--- config.mk ---
export PLATFORM = sky130hd
export DESIGN_NAME = rf_debug_sequencer_flat
export DESIGN_NICKNAME = d
export VERILOG_FILES = /design/src/rtl/rf_debug_sequencer_pkg.sv /design/src/rtl/rf_debug_sequencer_if.sv /design/src/rtl/rf_debug_sequencer.sv /design/src/flat_wrapper.sv
export SDC_FILE = /design/constraint.sdc
export NUM_CORES = 1
export LEC_CHECK = 0
export ABC_CLOCK_PERIOD_IN_PS = 1800
export CAP_MARGIN = 25
export CORE_MARGIN = 5
export CORE_UTILIZATION = 37
export CTS_CLUSTER_DIAMETER = 60
export DETAILED_ROUTE_END_ITERATION = 12
export PLACE_DENSITY = 0.75
export RECOVER_POWER = 50
export REMOVE_ABC_BUFFERS = 1
export SKIP_LAST_GASP = 1
export SYNTH_ARGS = -nofsm -noshare
export SYNTH_HDL_FRONTEND = slang
export SYNTH_SLANG_ARGS = --single-unit
--- constraint.sdc ---
create_clock -name clk -period 1.8 [get_ports clk]
set_input_delay 0.27 -clock clk [delete_from_list [all_inputs] [get_ports clk]]
set_output_delay 0.27 -clock clk [all_outputs]
set_load 0.02 [all_outputs]
--- src/rtl/rf_debug_sequencer_pkg.sv ---
// rtl/rf_debug_sequencer_pkg.sv - shared constants and state encoding for the register-file debug sequencer
package rf_debug_sequencer_pkg;

  localparam int DATA_W   = 16;
  localparam int ADDR_W   = 4;
  localparam int NUM_REGS = 16;

  localparam logic [ADDR_W-1:0] LAST_INDEX = ADDR_W'(NUM_REGS - 1);

  typedef enum logic [2:0] {
    IDLE     = 3'd0,
    DUMP_RD  = 3'd1,
    DUMP_OUT = 3'd2,
    LOAD     = 3'd3,
    DONE     = 3'd4
  } seqState_t;

  function automatic logic isLastIndex(input logic [ADDR_W-1:0] idx);
    return idx == LAST_INDEX;
  endfunction

endpackage

--- src/rtl/rf_debug_sequencer_if.sv ---
// rtl/rf_debug_sequencer_if.sv - command, register-file and stream signals between the sequencer and its surroundings
interface rf_debug_sequencer_if;
  import rf_debug_sequencer_pkg::*;

  logic              cmd_valid;
  logic              cmd_load;
  logic              busy;
  logic              cpu_stall;
  logic [ADDR_W-1:0] rf_src_reg;
  logic [DATA_W-1:0] rf_src_data;
  logic [ADDR_W-1:0] rf_dst_reg;
  logic              rf_write;
  logic [DATA_W-1:0] rf_dst_data;
  logic              out_valid;
  logic              out_ready;
  logic [DATA_W-1:0] out_data;
  logic              out_last;
  logic              in_valid;
  logic              in_ready;
  logic [DATA_W-1:0] in_data;
  logic              done;

  modport master (
    input  cmd_valid, cmd_load, rf_src_data, out_ready, in_valid, in_data,
    output busy, cpu_stall, rf_src_reg, rf_dst_reg, rf_write, rf_dst_data,
           out_valid, out_data, out_last, in_ready, done
  );

  modport slave (
    output cmd_valid, cmd_load, rf_src_data, out_ready, in_valid, in_data,
    input  busy, cpu_stall, rf_src_reg, rf_dst_reg, rf_write, rf_dst_data,
           out_valid, out_data, out_last, in_ready, done
  );

endinterface

--- src/rtl/rf_debug_sequencer.sv ---
// rtl/rf_debug_sequencer.sv - walks all registers in order, dumping them to a stream or loading them from one
module rf_debug_sequencer
  import rf_debug_sequencer_pkg::*;
(
  input logic                  clk,
  input logic                  rst,
  rf_debug_sequencer_if.master dbg
);

  seqState_t         state, stateNext;
  logic [ADDR_W-1:0] index, indexNext;
  logic              busyReg, busyNext;
  logic [DATA_W-1:0] outData, outDataNext;
  logic              outValid, outValidNext;
  logic              outLast, outLastNext;
  logic              inReady, inReadyNext;
  logic [ADDR_W-1:0] dstReg, dstRegNext;
  logic [DATA_W-1:0] dstData, dstDataNext;
  logic              rfWrite, rfWriteNext;

  always_ff @(posedge clk) begin
    if (!rst) begin
      state    <= IDLE;
      index    <= '0;
      busyReg  <= 1'b0;
      outData  <= '0;
      outValid <= 1'b0;
      outLast  <= 1'b0;
      inReady  <= 1'b0;
      dstReg   <= '0;
      dstData  <= '0;
      rfWrite  <= 1'b0;
    end else begin
      state    <= stateNext;
      index    <= indexNext;
      busyReg  <= busyNext;
      outData  <= outDataNext;
      outValid <= outValidNext;
      outLast  <= outLastNext;
      inReady  <= inReadyNext;
      dstReg   <= dstRegNext;
      dstData  <= dstDataNext;
      rfWrite  <= rfWriteNext;
    end
  end

  always_comb begin
    stateNext    = state;
    indexNext    = index;
    busyNext     = busyReg;
    outDataNext  = outData;
    outValidNext = outValid;
    outLastNext  = outLast;
    inReadyNext  = inReady;
    dstRegNext   = dstReg;
    dstDataNext  = dstData;
    rfWriteNext  = 1'b0;

    unique case (state)
      IDLE: begin
        if (dbg.cmd_valid) begin
          indexNext = '0;
          busyNext  = 1'b1;
          if (dbg.cmd_load) begin
            stateNext   = LOAD;
            inReadyNext = 1'b1;
          end else begin
            stateNext = DUMP_RD;
          end
        end
      end

      DUMP_RD: begin
        outDataNext  = dbg.rf_src_data;
        outValidNext = 1'b1;
        outLastNext  = isLastIndex(index);
        stateNext    = DUMP_OUT;
      end

      DUMP_OUT: begin
        if (dbg.out_ready) begin
          outValidNext = 1'b0;
          outLastNext  = 1'b0;
          if (outLast) begin
            stateNext = DONE;
          end else begin
            indexNext = index + ADDR_W'(1);
            stateNext = DUMP_RD;
          end
        end
      end

      // After the final word is accepted in_ready drops and LOAD lingers one cycle
      // so the write pulse lands before DONE.
      LOAD: begin
        if (inReady && dbg.in_valid) begin
          dstRegNext  = index;
          dstDataNext = dbg.in_data;
          rfWriteNext = 1'b1;
          if (isLastIndex(index)) begin
            inReadyNext = 1'b0;
          end else begin
            indexNext = index + ADDR_W'(1);
          end
        end else if (!inReady) begin
          stateNext = DONE;
        end
      end

      DONE: begin
        busyNext  = 1'b0;
        stateNext = IDLE;
      end

      default: begin
        stateNext = IDLE;
      end
    endcase
  end

  assign dbg.busy        = busyReg;
  assign dbg.cpu_stall   = busyReg;
  assign dbg.rf_src_reg  = index;
  assign dbg.rf_dst_reg  = dstReg;
  assign dbg.rf_dst_data = dstData;
  assign dbg.rf_write    = rfWrite;
  assign dbg.out_valid   = outValid;
  assign dbg.out_data    = outData;
  assign dbg.out_last    = outLast;
  assign dbg.in_ready    = inReady;
  assign dbg.done        = (state == DONE);

endmodule

--- src/flat_wrapper.sv ---
// flat-port wrapper written by rule: the top's interface ports become plain ports
module rf_debug_sequencer_flat import rf_debug_sequencer_pkg::*;
  (clk, rst, dbg_cmd_valid, dbg_cmd_load, dbg_rf_src_data, dbg_out_ready, dbg_in_valid, dbg_in_data, dbg_busy, dbg_cpu_stall, dbg_rf_src_reg, dbg_rf_dst_reg, dbg_rf_write, dbg_rf_dst_data, dbg_out_valid, dbg_out_data, dbg_out_last, dbg_in_ready, dbg_done);
  rf_debug_sequencer_if dbg_i ();
  input logic clk;
  input logic rst;
  input wire logic [$bits(dbg_i.cmd_valid)-1:0] dbg_cmd_valid;
  input wire logic [$bits(dbg_i.cmd_load)-1:0] dbg_cmd_load;
  input wire logic [$bits(dbg_i.rf_src_data)-1:0] dbg_rf_src_data;
  input wire logic [$bits(dbg_i.out_ready)-1:0] dbg_out_ready;
  input wire logic [$bits(dbg_i.in_valid)-1:0] dbg_in_valid;
  input wire logic [$bits(dbg_i.in_data)-1:0] dbg_in_data;
  output wire logic [$bits(dbg_i.busy)-1:0] dbg_busy;
  output wire logic [$bits(dbg_i.cpu_stall)-1:0] dbg_cpu_stall;
  output wire logic [$bits(dbg_i.rf_src_reg)-1:0] dbg_rf_src_reg;
  output wire logic [$bits(dbg_i.rf_dst_reg)-1:0] dbg_rf_dst_reg;
  output wire logic [$bits(dbg_i.rf_write)-1:0] dbg_rf_write;
  output wire logic [$bits(dbg_i.rf_dst_data)-1:0] dbg_rf_dst_data;
  output wire logic [$bits(dbg_i.out_valid)-1:0] dbg_out_valid;
  output wire logic [$bits(dbg_i.out_data)-1:0] dbg_out_data;
  output wire logic [$bits(dbg_i.out_last)-1:0] dbg_out_last;
  output wire logic [$bits(dbg_i.in_ready)-1:0] dbg_in_ready;
  output wire logic [$bits(dbg_i.done)-1:0] dbg_done;
  assign dbg_i.cmd_valid = dbg_cmd_valid;
  assign dbg_i.cmd_load = dbg_cmd_load;
  assign dbg_i.rf_src_data = dbg_rf_src_data;
  assign dbg_i.out_ready = dbg_out_ready;
  assign dbg_i.in_valid = dbg_in_valid;
  assign dbg_i.in_data = dbg_in_data;
  assign dbg_busy = dbg_i.busy;
  assign dbg_cpu_stall = dbg_i.cpu_stall;
  assign dbg_rf_src_reg = dbg_i.rf_src_reg;
  assign dbg_rf_dst_reg = dbg_i.rf_dst_reg;
  assign dbg_rf_write = dbg_i.rf_write;
  assign dbg_rf_dst_data = dbg_i.rf_dst_data;
  assign dbg_out_valid = dbg_i.out_valid;
  assign dbg_out_data = dbg_i.out_data;
  assign dbg_out_last = dbg_i.out_last;
  assign dbg_in_ready = dbg_i.in_ready;
  assign dbg_done = dbg_i.done;
  rf_debug_sequencer u_core (.clk(clk), .rst(rst), .dbg(dbg_i));
endmodule
==> results of run 1 <==
==> power by group through the flow <==
stage	Clock [W]	Sequential [W]	Combinational [W]
after CTS	0.000797	0.00116	0.000487
after floorplan	0	0.00124	0.000168
after global placement	0	0.00118	0.000480
after global routing	0.000843	0.00117	0.000515
final	0.000765	0.00116	0.000470
after detailed placement	0	0.00118	0.000485
==> metal layers <==
layer | track usage [%] | share of wire [%] | vias up
met5 | 0 | 0 | -
met4 | 5.24 | 0.82 | 0
met3 | 3.44 | 5.3 | 4
met2 | 25.6 | 48 | 60
met1 | 19.4 | 45 | 828
li1 | - | - | 947
==> area by class of cell <==
| class | count | area share (%) |
|---|---|---|
| Clock buffer | 5 | 2.36 |
| Clock inverter | 3 | 1.46 |
| Inverter | 6 | 0.772 |
| Multi-Input combinational cell | 163 | 27.9 |
| Sequential cell | 48 | 32.9 |
| Tap cell | 70 | 3.00 |
| Timing Repair Buffer | 96 | 31.6 |
==> how the worst min path moves through the flow <==
stage | depth (start not counted) | slack (ps) | end | start
6_report | 2 | 450 | u_core.dbg.out_data[7] | u_core.dbg.out_data[7]
5_1_grt | 2 | 470 | u_core.dbg.rf_dst_reg[2] | u_core.dbg.rf_dst_reg[2]
4_1_cts | 2 | 460 | u_core.dbg.rf_dst_data[10] | u_core.dbg.rf_dst_data[10]
3_5_place_dp | 2 | 450 | u_core.dbg.rf_dst_data[10] | u_core.dbg.rf_dst_data[10]
3_3_place_gp | 2 | 440 | u_core.dbg.out_data[14] | u_core.dbg.out_data[14]
2_1_floorplan | 1 | 390 | u_core.dbg.rf_src_reg[0] | rst
==> per-stage QoR <==
step	hold slack, ps	power, W	setup slack [ps]	util (%)	std cells
2_1_floorplan	387	0.00141	33.1	-	217
3_3_place_gp	441	0.00166	49.7	56.1	383
3_5_place_dp	446	0.00167	16.0	56.1	383
4_1_cts	458	0.00244	89.9	58.3	391
5_1_grt	468	0.00253	12.9	58.2	391
6_report	452	0.00239	99.4	58.2	391
==> cells in the final DEF, fill, tap and decap left out, drive strengths merged, types with 3 or more instances in the layout <==
master         count
clkbuf             8
nor3               5
dfxtp             48
a21oi             43
and2               3
inv                5
clkdlybuf4s50     61
buf                9
o21a               3
nor2               7
dlygate4sd3       22
nand2             77
==> kinds of logic (layout without fill, tap and decap cells) <==
group           Yosys count  after routing  synth area share, %
compound gates           58             58                 17.9
buf+inv                  22            110                 5.73
simple gates            102            102                 23.5
fa+ha+maj                 1              1                0.667
flops                    48             48                 51.2
mux                       2              2                 1.07
==> worst max-delay path: stages (launching register included) <==
cell and delay (ps):
dfxtp_1 530, nor2_1 110, and2_1 180, dlygate4sd2_1 320
==> timing repair <==
item | CTS | global route
hold buffers | 0 | 0
resized for setup | 1 | 1
buffers inserted | 0 | 0
setup endpoints to repair | 1 | 1
==> out/metrics.cfg, run 1 <==
[critical_path]
start_kind=flop
ff2ff_setup_slack_ps=100
critPathArrivalTime_ps=1430
critical_path.max_fanout=9
cp-startpoint=u_core.state[0]
r2r_start=u_core.dbg.rf_src_reg[0]
endpoint_kind=output port
path_class=flop to output port
r2r_cells=5
crit_end=dbg_done
r2r-end=u_core.dbg.rf_src_reg[2]
required_ps=1530

[finish]
drive_above_1_share_pct=7.17
n_fill_cell=494
final_cell_area_mm2=0.00292
syn_to_final_growth_pct=55.4
final_nets=359
antennaDiodeCount=0
multi_input_area_um2=813
seq_area_um2=961

[power]
switching_power_w=0.000634
p_sw_share_pct=26.5
p_seq_share_pct=48.4
cellPowerDensity_mw_per_mm2=820
pwr-share-clk_pct=32.0
comb_power_share_pct=19.6
leakagePower_nw=1.15
p_int_w=0.00176
peakVddDrop_uv=364

[cts]
cts_tree=yes
numCtsBuffers=5
cts_buffer_depth=2
path_clk_slew_ps=90
htreeDepth=2
clk-insertion-delay-late_ps=300
cts_root_buf=clkbuf_8
clock_sinks=48

[sta]
hold_violations=0
period_share_pct=94.5
finClkSkew_ps=8.39
fmax_ghz=0.588
tightestPinTransition_ps=411
rsz0062_at_grt=no
finalMaxSlewViolations=0
finalSetupViolations=0
setup-tns-final_ps=0
slew_headroom_pct=72.6
layout_min_cycle_time_ps=1700

[global_routing]
antenna_found_initial=0
grt_max_degree=41
grt_usage_pct=15.3
grt_pass1_wl_um=7920
overflow=0
grt_pass1_vias=1699

[routing]
routed_wl_um=4880
drt_iter0_drc=58
drc=0
drt-pass1-iter-count=4
avgRoutedWirePerCell_um=12.5
vias=1839
avgViaCountPerCell=4.70
postRouteAntennaNets=0

[yosys]
synth_common_cells=nand2_1 (77), dfxtp_1 (48), a21oi_1 (43)
synth_area_mm2=0.00188
syn_inst=233
synth_top_flop_cell=dfxtp_1
yosys-top-cells-area=dfxtp_1 (51%), nand2_1 (15%), a21oi_1 (11%)
ys_async_sr_fraction_pct=0
yosysUniqueCellTypes=34
synth_top_area_share_pct=51.2
synth-edff-count=0
syn_avg_cell_area_um2=8.05
synth.most_common_cell=nand2_1
synth_seq_area_share_pct=51.2
synth_seq_cells=48
synth_top_cell_by_area=dfxtp_1
synth_warnings=0

[floorplan]
die_x_um=81.2
start_util_pct=37.5
die-area_mm2=0.00660
rows=26
die_height_um=81.2
core-area_mm2=0.00501
num_io_pins=85

[placement]
gp_congestion=0.836
dpl_cell_area_mm2=0.00281
hpwlAfterDp_um=3570
port_buffers=84

[hold_path]
min_path_type=flop to flop

[flow_run]
drv_cap=0

[status]
outcome=finished, final reports clean

(Power assumes the default switching activity.)
==> run 2, diff against run 1 <==
--- a/config.mk
+++ b/config.mk
@@ -6,7 +6,7 @@
 export NUM_CORES = 1
 export LEC_CHECK = 0
 export ABC_CLOCK_PERIOD_IN_PS = 1800
-export CAP_MARGIN = 25
+export CAP_MARGIN = 40
 export CORE_MARGIN = 5
 export CORE_UTILIZATION = 37
 export CTS_CLUSTER_DIAMETER = 60
@@ -18,3 +18,4 @@
 export SYNTH_ARGS = -nofsm -noshare
 export SYNTH_HDL_FRONTEND = slang
 export SYNTH_SLANG_ARGS = --single-unit
+export TNS_END_PERCENT = 1
==> results of run 2 <==
The final DEF is identical to that of run 1; final timing and power are the same.
